===== src/rtl/seg7_scan_ctrl.sv =====
// Time-multiplexed scan controller for an N-digit common-segment 7-segment display.
// Per-digit code/blank store, PWM slot brightness and frame-boundary write commit.
module seg7_scan_ctrl #(
    parameter int NUM_DIGITS = 4,
    parameter int SCAN_DIV   = 1000,
    parameter int IDX_W      = $clog2(NUM_DIGITS)
) (
    input  logic                  clk,
    input  logic                  rst_n,
    input  logic                  enable,
    input  logic [2:0]            brightness,
    input  logic                  wr_valid,
    output logic                  wr_ready,
    input  logic [IDX_W-1:0]      wr_digit,
    input  logic [3:0]            wr_data,
    input  logic                  wr_blank,
    output logic [3:0]            digit_code,
    output logic [NUM_DIGITS-1:0] digit_sel,
    output logic                  seg_en,
    output logic                  frame_done
);

    localparam int CNT_W = $clog2(SCAN_DIV);
    localparam int STEP  = SCAN_DIV / 8;
    // Store is padded to a power of two so any idx value selects a defined entry.
    localparam int DEPTH = 1 << IDX_W;

    localparam logic [1:0] ST_IDLE = 2'd0;
    localparam logic [1:0] ST_ON   = 2'd1;
    localparam logic [1:0] ST_OFF  = 2'd2;

    logic [1:0]       state_reg, state_next;
    logic [IDX_W-1:0] idx_reg, idx_next;
    logic [CNT_W-1:0] cnt_reg, cnt_next;
    logic [2:0]       br_reg, br_next;

    logic             pending_reg;
    logic [IDX_W-1:0] sh_digit_reg;
    logic [3:0]       sh_data_reg;
    logic             sh_blank_reg;

    logic [3:0]       value_reg [DEPTH];
    logic             blank_reg [DEPTH];
    logic [DEPTH-1:0] store_we;

    logic             slot_end;
    logic             last_digit;
    logic [CNT_W-1:0] on_last;
    logic             accept;
    logic             commit;
    logic [3:0]       cur_code;
    logic             cur_blank;

    assign slot_end   = (cnt_reg == CNT_W'(SCAN_DIV - 1));
    assign last_digit = (idx_reg == IDX_W'(NUM_DIGITS - 1));
    assign on_last    = CNT_W'((int'(br_reg) + 1) * STEP - 1);

    always_comb begin
        state_next = state_reg;
        idx_next   = idx_reg;
        cnt_next   = cnt_reg;
        br_next    = br_reg;
        if (!enable) begin
            state_next = ST_IDLE;
            idx_next   = '0;
            cnt_next   = '0;
        end else begin
            case (state_reg)
                ST_IDLE: begin
                    state_next = ST_ON;
                    idx_next   = '0;
                    cnt_next   = '0;
                    br_next    = brightness;
                end
                ST_ON, ST_OFF: begin
                    if (slot_end) begin
                        state_next = ST_ON;
                        cnt_next   = '0;
                        idx_next   = last_digit ? '0 : idx_reg + 1'b1;
                        br_next    = brightness;
                    end else begin
                        cnt_next = cnt_reg + 1'b1;
                        // Full brightness never enters OFF within a slot.
                        if (state_reg == ST_ON && cnt_reg == on_last && br_reg != 3'd7) begin
                            state_next = ST_OFF;
                        end
                    end
                end
                default: begin
                    state_next = ST_IDLE;
                    idx_next   = '0;
                    cnt_next   = '0;
                end
            endcase
        end
    end

    always_ff @(posedge clk) begin
        if (!rst_n) begin
            state_reg <= ST_IDLE;
            idx_reg   <= '0;
            cnt_reg   <= '0;
            br_reg    <= '0;
        end else begin
            state_reg <= state_next;
            idx_reg   <= idx_next;
            cnt_reg   <= cnt_next;
            br_reg    <= br_next;
        end
    end

    assign frame_done = (state_reg != ST_IDLE) && slot_end && last_digit;
    assign wr_ready   = !pending_reg;
    assign accept     = wr_valid && !pending_reg;
    // While scanning, updates land only on a frame boundary so a frame never tears.
    assign commit     = pending_reg && (!enable || frame_done);

    always_ff @(posedge clk) begin
        if (!rst_n) begin
            pending_reg  <= 1'b0;
            sh_digit_reg <= '0;
            sh_data_reg  <= '0;
            sh_blank_reg <= 1'b0;
        end else if (accept) begin
            pending_reg  <= 1'b1;
            sh_digit_reg <= wr_digit;
            sh_data_reg  <= wr_data;
            sh_blank_reg <= wr_blank;
        end else if (commit) begin
            pending_reg  <= 1'b0;
        end
    end

    // Entries at or beyond NUM_DIGITS never get a write enable: such writes are dropped.
    generate
        for (genvar gi = 0; gi < DEPTH; gi++) begin : g_store_we
            localparam bit IN_RANGE = (gi < NUM_DIGITS);
            assign store_we[gi] = IN_RANGE && commit && (sh_digit_reg == IDX_W'(gi));
        end
    endgenerate

    always_ff @(posedge clk) begin
        if (!rst_n) begin
            for (int i = 0; i < DEPTH; i++) begin
                value_reg[i] <= 4'd0;
                blank_reg[i] <= 1'b1;
            end
        end else begin
            for (int i = 0; i < DEPTH; i++) begin
                if (store_we[i]) begin
                    value_reg[i] <= sh_data_reg;
                    blank_reg[i] <= sh_blank_reg;
                end
            end
        end
    end

    assign cur_code  = value_reg[idx_reg];
    assign cur_blank = blank_reg[idx_reg];

    assign digit_code = (state_reg != ST_IDLE) ? cur_code : 4'd0;
    assign seg_en     = (state_reg == ST_ON) && !cur_blank;

    generate
        for (genvar gi = 0; gi < NUM_DIGITS; gi++) begin : g_digit_sel
            assign digit_sel[gi] = (state_reg == ST_ON) && (idx_reg == IDX_W'(gi));
        end
    endgenerate

endmodule


===== config.mk =====
export PLATFORM = sky130hd
export DESIGN_NAME = seg7_scan_ctrl
export DESIGN_NICKNAME = d
export VERILOG_FILES = /design/src/rtl/seg7_scan_ctrl.sv
export SDC_FILE = /design/constraint.sdc
export NUM_CORES = 1
export LEC_CHECK = 0
export ABC_AREA = 1
export CORE_MARGIN = 1
export CORE_UTILIZATION = 30
export DETAILED_ROUTE_END_ITERATION = 8
export GPL_TIMING_DRIVEN = 1
export PLACE_DENSITY_LB_ADDON = 0.25
export SYNTH_ARGS = -nofsm -noshare
export SYNTH_HDL_FRONTEND = slang
export SYNTH_SLANG_ARGS = --single-unit

===== constraint.sdc =====
create_clock -name clk -period 4.5 [get_ports clk]
set_clock_uncertainty 0.15 [all_clocks]
set_input_delay 1.35 -clock clk [delete_from_list [all_inputs] [get_ports clk]]
set_output_delay 1.35 -clock clk [all_outputs]
set_load 0.1 [all_outputs]

# ---- After elaboration in Yosys (flattened, before gate mapping)
# Memories as Yosys holds them, arrays and structs flattened. A register that Yosys moved wholly into a read port is not among the register bits.
# Index checks and enable logic that the tools add are counted.
dict set report classes {
  add_sub_neg 4
  n_mul 1
  div 0
  n_lt_le_gt_ge 0
  n_eq_ne 13
  shifts 0
  mux 34
  bitwise 11
  n_reduce_logical 30
}
# operator count
set op_table {}
lappend op_table {{two-way mux 4 bit} 5}
lappend op_table {{two-way mux 1 bit} 19}
lappend op_table {{logical AND 1 bit} 15}
lappend op_table {{two-way mux 2 bit} 7}
lappend op_table {{adder 10 x 1 -> 10 bit, second input constant} 1}
lappend op_table {{equality test 10 bit} 1}
lappend op_table {{equality test 10 bit, second input constant} 1}
lappend op_table {{equality test 2 bit, second input constant} 5}
lappend op_table {{multiplier 4 x 7 -> 10 bit, second input constant} 1}
lappend op_table {{subtractor 10 x 1 -> 10 bit, second input constant} 1}
lappend op_table {{OR 1 bit} 8}
lappend op_table {{equality test 2 x 1 -> 1 bit, second input constant} 3}
lappend op_table {{zero test 2 bit} 3}
lappend op_table {{!= test 3 bit, second input constant} 2}
lappend op_table {{case mux 3 bit (2 select lines)} 1}
lappend op_table {{AND reduction 3 bit} 2}
lappend op_table {{nonzero test 2 bit} 3}
lappend op_table {{adder 3 x 1 -> 4 bit, second input constant} 1}
lappend op_table {{case mux 2 bit (2 select lines)} 1}
lappend op_table {{OR reduction 4 bit} 1}
lappend op_table {{zero test 1 bit} 3}
lappend op_table {{two-way mux 3 bit} 1}
lappend op_table {{inverter 1 bit} 3}
lappend op_table {{adder 2 x 1 -> 2 bit, second input constant} 1}
lappend op_table {{4 further kinds} 4}
dict set report word_totals {
  reg_bits 25
  latch_bits 0
  mem_bits_rw 20
  mem_bits_ro 0
  input_bits 14
  out_inout_bits 11
  wordCells 103
  n_memories 2
}
# name depth word_bits rd rd_clocked_by_memory_dff wr line_no
set memory_table {}
lappend memory_table {value_reg 4 4 1 1 4 42} ;# logic [3:0] value_reg [DEPTH];
lappend memory_table {blank_reg 4 1 1 1 4 43} ;# logic blank_reg [DEPTH];

# ---- Logic depth before layout (Yosys ltp)
dict set report depth {
  word_depth 10
  mapped_depth 21
  mapped_depth_nobuf 21
}

# ---- Least setup slack after synthesis
# Ideal clock, no wire load.
dict set report synth_timing {
  path_type {register to output}
  start {reg state_reg[1]}
  end {out seg_en}
  t_arrival_ns 2.810
  t_required_ns 3.000
  slack_ns 0.190
  stages_incl_launch_ff 4
  n_path_buf 0
  path_cell_list {dfxtp_1 > inv_1 > ha_1 > a21boi_0}
}
dict set report synth_via {
  elab_chain_len 2
}
# element line_no
set synth_lines {}
lappend synth_lines {{start: declaration} 32} ;# logic [1:0] state_reg, state_next;
lappend synth_lines {{start signal: assignment} 105} ;# state_reg <= state_next;
lappend synth_lines {{equality test 2 x 1 -> 1 bit} 162} ;# assign seg_en = (state_reg == ST_ON) && !cur_blank;
lappend synth_lines {{logical AND 1 bit} 162}
lappend synth_lines {{end: declaration} 19} ;# output logic seg_en,
# No other way between the ends.

# ---- Final worst setup path
dict set report layout_timing {
  start {reg br_reg[0]}
  end {reg state_reg[0]}
}
dict set report layout_via {
  elab_chain_len 7
  word_cells_on_any_way 8
  classes_between {add/sub (2); mul (1); eq/ne (3); reduce/logical (2)}
}
# element line_no
set layout_lines {}
lappend layout_lines {{start: declaration} 35} ;# logic [2:0] br_reg, br_next;
lappend layout_lines {{start signal: assignment} 108} ;# br_reg <= br_next;
lappend layout_lines {{adder 3 x 1 -> 4 bit} 56} ;# assign on_last = CNT_W'((int'(br_reg) + 1) * STEP - 1);
lappend layout_lines {{multiplier 4 x 7 -> 10 bit} 56}
lappend layout_lines {{subtractor 10 x 1 -> 10 bit} 56}
lappend layout_lines {{equality test 10 bit} 84} ;# if (state_reg == ST_ON && cnt_reg == on_last && br_reg != 3'd7) begin
lappend layout_lines {{logical AND 1 bit} 84}
lappend layout_lines {{logical AND 1 bit (*)} 84}
lappend layout_lines {{!= test 3 bit (no source line) (*)} --}
# Every way passes the cells marked *; elsewhere a longest branch is shown, timed or not.
# A chain may end at the register's enable or synchronous reset.

==> impl_metrics.tcl <==
set metrics [dict create \
    fin_nets 439 \
    antenna_found_initial 0 \
    syn-instance-count 370 \
    drc_errors 0 \
    power.density_nw_per_um2 332 \
    worst_pin_slew_ns 0.961 \
    synthDistinctLibCells 33 \
    synth_top_area_share 0.205 \
    io_pins 25 \
    rows 35 \
    pre_cts_slack_ns 0.768 \
    cts_setup_buffers 0 \
    status "completed" \
    drv_slew 0 \
    die_w_um 101 \
    final_common_cell "nand2_1" \
    finalWeightedCongestion 0.809 \
    critPathCaptureType "register" \
    synth_top_area_cell "edfxtp_1" \
    drive_gt1_frac 0.0829 \
    relSlewSlack 0.358 \
    grt_pass1_wl_um 10200 \
    min_path_type "register to register" \
    viasPerCell 4.35 \
    wire_per_inst_um 11.3 \
    p_total_mw 1.13 \
    die_h_um 101 \
    yosysWarnings 0 \
    grt_setup_unrepaired "false" \
    wl_um 5940 \
    min_period_ns 3.73 \
    fin_ws_ns 0.770 \
    maxCapViolations 0 \
    syn_nets 412 \
    die-area_um2 10100 \
    drt_iter0_markers 82 \
    cp-start-kind "register" \
    numCtsBuffers 5 \
    finalHoldViolCount 0 \
    root_buffer "clkbuf_8" \
    clk_pin_slew_ns 0.08 \
    vias 2291 \
    worstSkewPairLatency_ns 0.31 \
    syn2layout_area_growth_pct 16.1 \
    tns_ns 0 \
    grt_util_all_layers 0.130 \
    yosysSeqAreaShare 0.390 \
    cts_resized 0 \
    max_clock_freq_mhz 268 \
    worstPathRequired_ns 4.55 \
    synth.avg_cell_area_um2 7.90 \
    min_period_over_period 0.829 \
    initial_utilization 0.313 \
    drt-pass1-iter-count 4 \
    cp_max_fo 9 \
    num_antenna_cells 0 \
    vdd_drop_max_mv 0.117 \
    ys_seq_elements 47 \
    ctsHoldBuffers 0 \
    synth-main-ff-cell "dfxtp_1" \
    arrival_ns 3.78 \
    synthArstFlopShare 0 \
    clockBufferDepth 2 \
    cts_sinks 47 \
    synth-edff-count 20 \
    largest_reg_flops 16 \
    setup_viol 0 \
    grt_overflow 0 \
    h-tree-depth 2 \
    io_buffers 24 \
    ant_nets 0 \
    leakage_nw 1.43 \
    fillers 963 \
    dp_hpwl_um 4640 \
    cts_tree "built" \
    synth.area.top_cells "edfxtp_1, dfxtp_1, ha_1, nand2_1, nor2_1" \
    final_cell_mix "nand2_1, nor2_1, inv_1" \
    synth.cell_area_um2 2920 \
    grt_max_degree 25 \
    first_global_vias 2166 \
    holdWs_ns 0.341 \
    core_area_um2 9330 \
    crit_type "register to register" \
]
## final timing paths
kind	cells past startpoint	start	slack, ns	endpoint
max	17	br_reg[0]$_SDFFE_PN0P_	0.77	state_reg[0]$_SDFFE_PN0P_
max reg2reg	17	br_reg[0]$_SDFFE_PN0P_	0.77	state_reg[0]$_SDFFE_PN0P_
min reg2reg	1	cnt_reg[0]$_SDFF_PP0_	0.34	cnt_reg[0]$_SDFF_PP0_
min	1	cnt_reg[0]$_SDFF_PP0_	0.34	cnt_reg[0]$_SDFF_PP0_
## layout make-up
class | count | area (um2) | share of cell area
tap | 129 | 161 | 0.0476
inverter | 54 | 203 | 0.0598
sequential | 47 | 1140 | 0.336
timing repair buffer | 26 | 230 | 0.0679
clock inverter | 2 | 37.5 | 0.0111
multi-input combinational | 263 | 1550 | 0.456
clock buffer | 6 | 72.6 | 0.0214
## routing by layer
layer | global-route usage | share of wire | wire, um | vias up
li1 | - | - | - | 1243
met1 | 0.186 | 0.54 | 3230 | 1007
met2 | 0.195 | 0.40 | 2390 | 35
met3 | 0.0201 | 0.039 | 229 | 6
met4 | 0.0535 | 0.015 | 90 | 0
met5 | 0 | 0 | 0 | -
## synthesized netlist by cell type (all sizes together) (4+ instances only)
cell type,count
ha,24
nand4,4
xor2,7
fa,4
a21oi,27
nand2,73
inv,54
edfxtp,20
clkbuf,4
dfxtp,27
o21ai,23
nor3,4
xnor2,4
nor2,60
nand3,21
## where the power goes
part	switching, mW	internal (mW)	leakage (nW)
Sequential	0.00830	0.459	0.414
Combinational	0.213	0.133	0.966
Clock	0.145	0.166	0.0514
## cells by family after synthesis
family | count (synthesis) | synth area share
fa+ha+maj | 28 | 0.130
simple gates | 166 | 0.260
xor+xnor | 11 | 0.0330
compound gates | 58 | 0.106
flops | 47 | 0.390
buf+inv | 60 | 0.0805
## worst max-delay path: stages, from the launching register on
cell and delay, ns:
dfxtp_1 0.39, ha_1 0.23, ha_1 0.49, inv_1 0.16, fa_1 0.40, inv_1 0.08, fa_1 0.43, ha_1 0.39
a21oi_1 0.20, nand2_1 0.09, nand2_1 0.08, nand2_1 0.05, nand2_1 0.05, nand2_1 0.05, nor2_1 0.09, nand3_1 0.12
a21oi_1 0.15, nor2_1 0.05
## through the flow
step                      area, um2  instances  utilization
after floorplan                2920        370            -
after global placement         3280        519        0.352
after detailed placement       3280        519        0.352
after CTS                      3390        527        0.364
after global routing           3390        527        0.364
final                          3390        527        0.364
(Power assumes the default switching activity.)
